## config.mk

```make
export PLATFORM = sky130hd
export DESIGN_NAME = cell_mem_arbiter_flat
export DESIGN_NICKNAME = d
export VERILOG_FILES = /design/src/rtl/cell_mem_arbiter_if.sv /design/src/rtl/cell_mem_arbiter.sv /design/src/flat_wrapper.sv
export SDC_FILE = /design/constraint.sdc
export NUM_CORES = 1
export LEC_CHECK = 0
export ABC_AREA = 1
export BUFFER_PORTS_ARGS = -buffer_cell sky130_fd_sc_hd__buf_2
export CORE_ASPECT_RATIO = 0.9
export CORE_MARGIN = 4
export CORE_UTILIZATION = 45
export DETAILED_ROUTE_END_ITERATION = 10
export PLACE_DENSITY = 0.78
export SKIP_CTS_REPAIR_TIMING = 1
export SYNTH_ARGS = -nofsm -noshare
export SYNTH_HDL_FRONTEND = slang
export SYNTH_SLANG_ARGS = --single-unit
```

## constraint.sdc

```tcl
create_clock -name clk -period 2 [get_ports clk]
set_input_delay 0.3 -clock clk [delete_from_list [all_inputs] [get_ports clk]]
set_output_delay 0.3 -clock clk [all_outputs]
set_load 0.02 [all_outputs]
```

## src/rtl/cell_mem_arbiter_if.sv

```systemverilog
// Cell RAM arbiter bus: renderer, editor, engine and RAM-side signals.
// ARB_STATS_EN adds the eng_stall_cnt statistics output.
interface cell_mem_arbiter_if #(
  parameter int AW = 11,
  parameter int DW = 8
);
  logic          candraw;
  logic [AW-1:0] rnd_addr;
  logic [DW-1:0] rnd_data;
  logic          edit_req;
  logic [AW-1:0] edit_addr;
  logic [2:0]    edit_bit;
  logic          edit_busy;
  logic          eng_req;
  logic          eng_we;
  logic [AW-1:0] eng_addr;
  logic [DW-1:0] eng_wdata;
  logic          eng_gnt;
  logic          eng_rvalid;
  logic [DW-1:0] eng_rdata;
  logic [AW-1:0] mem_addr;
  logic          mem_we;
  logic [DW-1:0] mem_wdata;
  logic [DW-1:0] mem_rdata;
`ifdef ARB_STATS_EN
  logic [15:0]   eng_stall_cnt;

  modport slave (
    input  candraw, rnd_addr, edit_req, edit_addr, edit_bit,
           eng_req, eng_we, eng_addr, eng_wdata, mem_rdata,
    output rnd_data, edit_busy, eng_gnt, eng_rvalid, eng_rdata,
           mem_addr, mem_we, mem_wdata, eng_stall_cnt
  );
  modport master (
    output candraw, rnd_addr, edit_req, edit_addr, edit_bit,
           eng_req, eng_we, eng_addr, eng_wdata, mem_rdata,
    input  rnd_data, edit_busy, eng_gnt, eng_rvalid, eng_rdata,
           mem_addr, mem_we, mem_wdata, eng_stall_cnt
  );
`else
  modport slave (
    input  candraw, rnd_addr, edit_req, edit_addr, edit_bit,
           eng_req, eng_we, eng_addr, eng_wdata, mem_rdata,
    output rnd_data, edit_busy, eng_gnt, eng_rvalid, eng_rdata,
           mem_addr, mem_we, mem_wdata
  );
  modport master (
    output candraw, rnd_addr, edit_req, edit_addr, edit_bit,
           eng_req, eng_we, eng_addr, eng_wdata, mem_rdata,
    input  rnd_data, edit_busy, eng_gnt, eng_rvalid, eng_rdata,
           mem_addr, mem_we, mem_wdata
  );
`endif
endinterface

```

## src/rtl/cell_mem_arbiter.sv

```systemverilog
// Cell RAM arbiter: renderer > editor (bit-toggle RMW) > life engine.
// Optional macro ARB_STATS_EN adds a saturating engine stall counter.
module cell_mem_arbiter #(
  parameter int AW = 11,
  parameter int DW = 8
) (
  input logic               clk,
  input logic               rst,
  cell_mem_arbiter_if.slave bus
);

  typedef enum logic [1:0] {IDLE, ED_RD, ED_CAP, ED_WR} state_t;

  state_t        state;
  logic [AW-1:0] ed_addr;
  logic [2:0]    ed_bit;
  logic [DW-1:0] ed_buf;
  logic          busy_q;
  logic          rvalid_q;

  logic          gnt;
  logic          rd_slot;
  logic          wr_slot;
  logic [DW-1:0] ed_mask;

  // Engine only gets the RAM when the renderer is off it and no edit is in flight;
  // nothing is granted or written while reset is asserted.
  assign gnt     = bus.eng_req & ~bus.candraw & (state == IDLE) & ~rst;
  assign rd_slot = (state == ED_RD) & ~bus.candraw;
  assign wr_slot = (state == ED_WR) & ~bus.candraw & ~rst;
  assign ed_mask = DW'(1) << ed_bit;

  // RAM port mux: default owner is the renderer address, read-only.
  always_comb begin
    bus.mem_addr  = bus.rnd_addr;
    bus.mem_we    = 1'b0;
    bus.mem_wdata = '0;
    if (gnt) begin
      bus.mem_addr  = bus.eng_addr;
      bus.mem_we    = bus.eng_we;
      bus.mem_wdata = bus.eng_wdata;
    end else if (rd_slot) begin
      bus.mem_addr  = ed_addr;
    end else if (wr_slot) begin
      bus.mem_addr  = ed_addr;
      bus.mem_we    = 1'b1;
      bus.mem_wdata = ed_buf ^ ed_mask;
    end
  end

  assign bus.rnd_data   = bus.mem_rdata;
  assign bus.eng_rdata  = bus.mem_rdata;
  assign bus.eng_gnt    = gnt;
  assign bus.eng_rvalid = rvalid_q;
  assign bus.edit_busy  = busy_q;

  // Editor RMW sequencer plus registered engine read-valid; edits arriving
  // while busy are ignored.
  always_ff @(posedge clk) begin
    if (rst) begin
      state    <= IDLE;
      busy_q   <= 1'b0;
      ed_addr  <= '0;
      ed_bit   <= '0;
      ed_buf   <= '0;
      rvalid_q <= 1'b0;
    end else begin
      rvalid_q <= gnt & ~bus.eng_we;
      case (state)
        IDLE: if (bus.edit_req) begin
          ed_addr <= bus.edit_addr;
          ed_bit  <= bus.edit_bit;
          state   <= ED_RD;
          busy_q  <= 1'b1;
        end
        ED_RD: if (!bus.candraw) state <= ED_CAP;
        ED_CAP: begin
          ed_buf <= bus.mem_rdata;
          state  <= ED_WR;
        end
        ED_WR: if (!bus.candraw) begin
          state  <= IDLE;
          busy_q <= 1'b0;
        end
        default: begin
          state  <= IDLE;
          busy_q <= 1'b0;
        end
      endcase
    end
  end

`ifdef ARB_STATS_EN
  logic [15:0] stall_cnt;

  // Count cycles the engine waits with a pending request; sticks at all-ones.
  always_ff @(posedge clk) begin
    if (rst)                                         stall_cnt <= '0;
    else if (bus.eng_req && !gnt && stall_cnt != 16'hFFFF) stall_cnt <= stall_cnt + 16'd1;
  end

  assign bus.eng_stall_cnt = stall_cnt;
`endif

endmodule

```

## src/flat_wrapper.sv

```systemverilog
// flat-port wrapper written by rule: the top's interface ports become plain ports
module cell_mem_arbiter_flat 
#(
  parameter int AW = 11,
  parameter int DW = 8
)
  (clk, rst, bus_candraw, bus_rnd_addr, bus_edit_req, bus_edit_addr, bus_edit_bit, bus_eng_req, bus_eng_we, bus_eng_addr, bus_eng_wdata, bus_mem_rdata, bus_rnd_data, bus_edit_busy, bus_eng_gnt, bus_eng_rvalid, bus_eng_rdata, bus_mem_addr, bus_mem_we, bus_mem_wdata);
  cell_mem_arbiter_if #(.AW(AW), .DW(DW)) bus_i ();
  input logic clk;
  input logic rst;
  input wire logic [$bits(bus_i.candraw)-1:0] bus_candraw;
  input wire logic [$bits(bus_i.rnd_addr)-1:0] bus_rnd_addr;
  input wire logic [$bits(bus_i.edit_req)-1:0] bus_edit_req;
  input wire logic [$bits(bus_i.edit_addr)-1:0] bus_edit_addr;
  input wire logic [$bits(bus_i.edit_bit)-1:0] bus_edit_bit;
  input wire logic [$bits(bus_i.eng_req)-1:0] bus_eng_req;
  input wire logic [$bits(bus_i.eng_we)-1:0] bus_eng_we;
  input wire logic [$bits(bus_i.eng_addr)-1:0] bus_eng_addr;
  input wire logic [$bits(bus_i.eng_wdata)-1:0] bus_eng_wdata;
  input wire logic [$bits(bus_i.mem_rdata)-1:0] bus_mem_rdata;
  output wire logic [$bits(bus_i.rnd_data)-1:0] bus_rnd_data;
  output wire logic [$bits(bus_i.edit_busy)-1:0] bus_edit_busy;
  output wire logic [$bits(bus_i.eng_gnt)-1:0] bus_eng_gnt;
  output wire logic [$bits(bus_i.eng_rvalid)-1:0] bus_eng_rvalid;
  output wire logic [$bits(bus_i.eng_rdata)-1:0] bus_eng_rdata;
  output wire logic [$bits(bus_i.mem_addr)-1:0] bus_mem_addr;
  output wire logic [$bits(bus_i.mem_we)-1:0] bus_mem_we;
  output wire logic [$bits(bus_i.mem_wdata)-1:0] bus_mem_wdata;
  assign bus_i.candraw = bus_candraw;
  assign bus_i.rnd_addr = bus_rnd_addr;
  assign bus_i.edit_req = bus_edit_req;
  assign bus_i.edit_addr = bus_edit_addr;
  assign bus_i.edit_bit = bus_edit_bit;
  assign bus_i.eng_req = bus_eng_req;
  assign bus_i.eng_we = bus_eng_we;
  assign bus_i.eng_addr = bus_eng_addr;
  assign bus_i.eng_wdata = bus_eng_wdata;
  assign bus_i.mem_rdata = bus_mem_rdata;
  assign bus_rnd_data = bus_i.rnd_data;
  assign bus_edit_busy = bus_i.edit_busy;
  assign bus_eng_gnt = bus_i.eng_gnt;
  assign bus_eng_rvalid = bus_i.eng_rvalid;
  assign bus_eng_rdata = bus_i.eng_rdata;
  assign bus_mem_addr = bus_i.mem_addr;
  assign bus_mem_we = bus_i.mem_we;
  assign bus_mem_wdata = bus_i.mem_wdata;
  cell_mem_arbiter #(.AW(AW), .DW(DW)) u_core (.clk(clk), .rst(rst), .bus(bus_i));
endmodule
```

==> metrics <==
status complete, but fails checks; failing checks setup timing; H-tree levels 1; Fin Setup TNS -0.0656 ns; grt ovf 0; Post-Synth Adder-Cell Area 3.56%; Max rail drop VDD approximately 0.0009 V; Die ar. between 4000 and 5000 um2; clock skew between 0.002 and 0.0025 ns; Chip Height 67.3 um; sequential fraction of the synthesis area between 20% and 30%; Synth Area in Simple Gates about a third; final period utilization 102%; initial antenna violation count 0; initial core utilization 47.1%; io pins 97; mapped cell area roughly 1800 um2; max cap viols 0; largest family of logic cells by synthesized area simple AND/OR/NAND/NOR gates; Worst Tran Pin Value between 0.6 and 0.7 ns; Vias ~2,000; synth warn 0; vias per inst a little under 5; Syn Inst Count between 200 and 300; Leakage roughly 1.2 nW; Port Buffer Count 96; global-route wire length before repair 7.40 mm; Multi-input gate area 903 um2; Worst EP arrival roughly 1.8 ns; reg2reg end u_core.ed_buf[4]; post-route minimum period between 2 and 2.5 ns; Worst-Skew Late Latency about 0.26 ns; final wirelength ~5 mm; Worst R2R Start u_core.state[0]; area grow syn2layout 29.9%; Hold Path Stages 2; Place WS between 0.15 and 0.2 ns; max-slew violation count 0; # fillers between 300 and 400; Root Driver clkbuf_8; Hold Path Origin bus_eng_we; maximum buffer depth of the clock tree 2; CTS sink cnt 26; syn avg cell area 6.31 um2; post-synth net total between 300 and 400; nature of the critical path startpoint flip-flop; Nets roughly 420; WP data required about 1.7 ns; Post-Synth XOR/XNOR Area 0%; Residual DRC 0; Yosys top cell area share 29.6%; Worst Hold End u_core.bus.eng_rvalid; number of global-route vias before repair around 1,700; RSZ-0062 raised after global routing yes; critical path class reg2out; final setup fails 3; final hold vios 0; clock slew at reported path FFs 0.09 ns; crit-path max FO 6; Pre-antenna DRT Iters 5; Hold Slack between 0.2 and 0.25 ns; 1st-iter DRT viols about 120; Die Width about 74 um; share of cells above drive strength 1 about a third; mux contribution to synthesized area 0%; FF-to-FF path depth 5; overall routing resource usage 18.7%; top cells by area, synth dfxtp_1, nand2_1, nand3_1; largest net degree at the start of global routing 29; R2R setup slack about 0.63 ns; Compound-Gate Fraction of Synth Area between 10 and 15%; CTS Buf Count 3; CTS tree yes; core area around 3700 um2; ANT cells 0; placed cells 396; Wirelength per Cell 12.4 um; Reg area between 500 and 600 um2; routability cong. approximately 0.86; Worst setup EP type output pin; Row Count 21; HPWL after DPL ~3.6 mm; Yosys reg bits 26; Rel. slew slack 56.8%; Final Worst Setup Slack -0.0459 ns; Synth area leader dfxtp_1; fmax approximately 490 MHz; HP Class in2reg; Cell Pwr Density roughly 1000 nW/um2; Routed Antenna Nets 0; Finished Layout Cells 402; Synth cell types 19
==> power breakdown <==
group	switching, W	leakage (nW)	internal, W
logic	0.000810	1.00	0.000494
registers	0.000113	0.215	0.000679
clock network	0.000156	0.0216	0.000135
==> placed cells by master, fill, tap and decap left out, drive strengths merged <==
cell type  instances
clkinvlp           1
nor3               1
nand3             41
nor2               7
ha                 5
nand4              8
dfxtp             26
or2                1
nand2             69
clkinv             2
a21oi             23
o21ai             25
clkbuf             3
buf              104
inv               40
==> cells by family after synthesis <==
| family | count (synthesis) |
|---|---|
| flops | 26 |
| simple gates | 127 |
| buf+inv | 73 |
| compound gates | 48 |
| fa+ha+maj | 5 |
==> worst max path at each step <==
stage	start	endpoint	slack [ns]	depth (start not counted)
final	u_core.state[1]	bus_mem_addr[7]	-0.05	8
after global routing	u_core.state[1]	bus_mem_addr[7]	-0.12	8
after CTS	u_core.state[0]	bus_mem_we	-0.12	8
after detailed placement	u_core.state[0]	bus_mem_we	0.19	8
after global placement	u_core.state[0]	bus_mem_we	0.22	8
after floorplan	u_core.state[0]	bus_mem_we	0.31	5
==> cells in the mapped netlist <==
cell and number:
nand2_2 3, nor2_1 6, a21oi_1 23, clkinv_1 3
inv_2 1, inv_1 39, nand4_1 8, o21ai_0 25
buf_4 18, ha_1 5, dfxtp_1 26, buf_6 1
nor2_4 1, clkbuf_1 4, or2_2 1, nor3_4 1
buf_2 7, nand3_1 41, nand2_1 66
==> final cells by class <==
cell class	instances	share of cell area, %
Inverter	43	7.55
Clock buffer	3	1.81
Sequential cell	26	23.0
Multi-Input combinational cell	180	39.5
Timing Repair Buffer	104	25.6
Tap cell	46	2.52
==> flip-flops by register name (all words and copies together) (netlist names) <==
signal                 count
u_core.bus.eng_rvalid      1
u_core.state               2
u_core.ed_bit              3
u_core.bus.edit_busy       1
u_core.ed_addr            11
u_core.ed_buf              8
==> routing by layer <==
layer | vias to the layer above | share of wire (%) | GRT usage (%)
met5 | - | 0 | 0
li1 | 1036 | - | -
met3 | 2 | 4.9 | 3.72
met1 | 885 | 44 | 23.9
met4 | 0 | 0.48 | 3.17
met2 | 54 | 51 | 32.7
==> stage by stage <==
| step | cell area, um2 | power (W) | utilization [%] |
|---|---|---|---|
| floorplan | 1760 | 0.00163 | - |
| global placement | 2140 | 0.00190 | 57.3 |
| detailed placement | 2140 | 0.00194 | 57.3 |
| CTS | 2180 | 0.00223 | 58.4 |
| global route | 2290 | 0.00260 | 61.3 |
| finish | 2290 | 0.00239 | 61.3 |
==> critical path, cell delays in order, from the launching register on <==
cell and delay [ns]:
dfxtp_4 0.37, inv_4 0.08, ha_4 0.16, nand2_4 0.06, nor3_4 0.30, buf_4 0.21
nand2_1 0.06, nand2_1 0.08, buf_2 0.16
(Power assumes the default switching activity.)
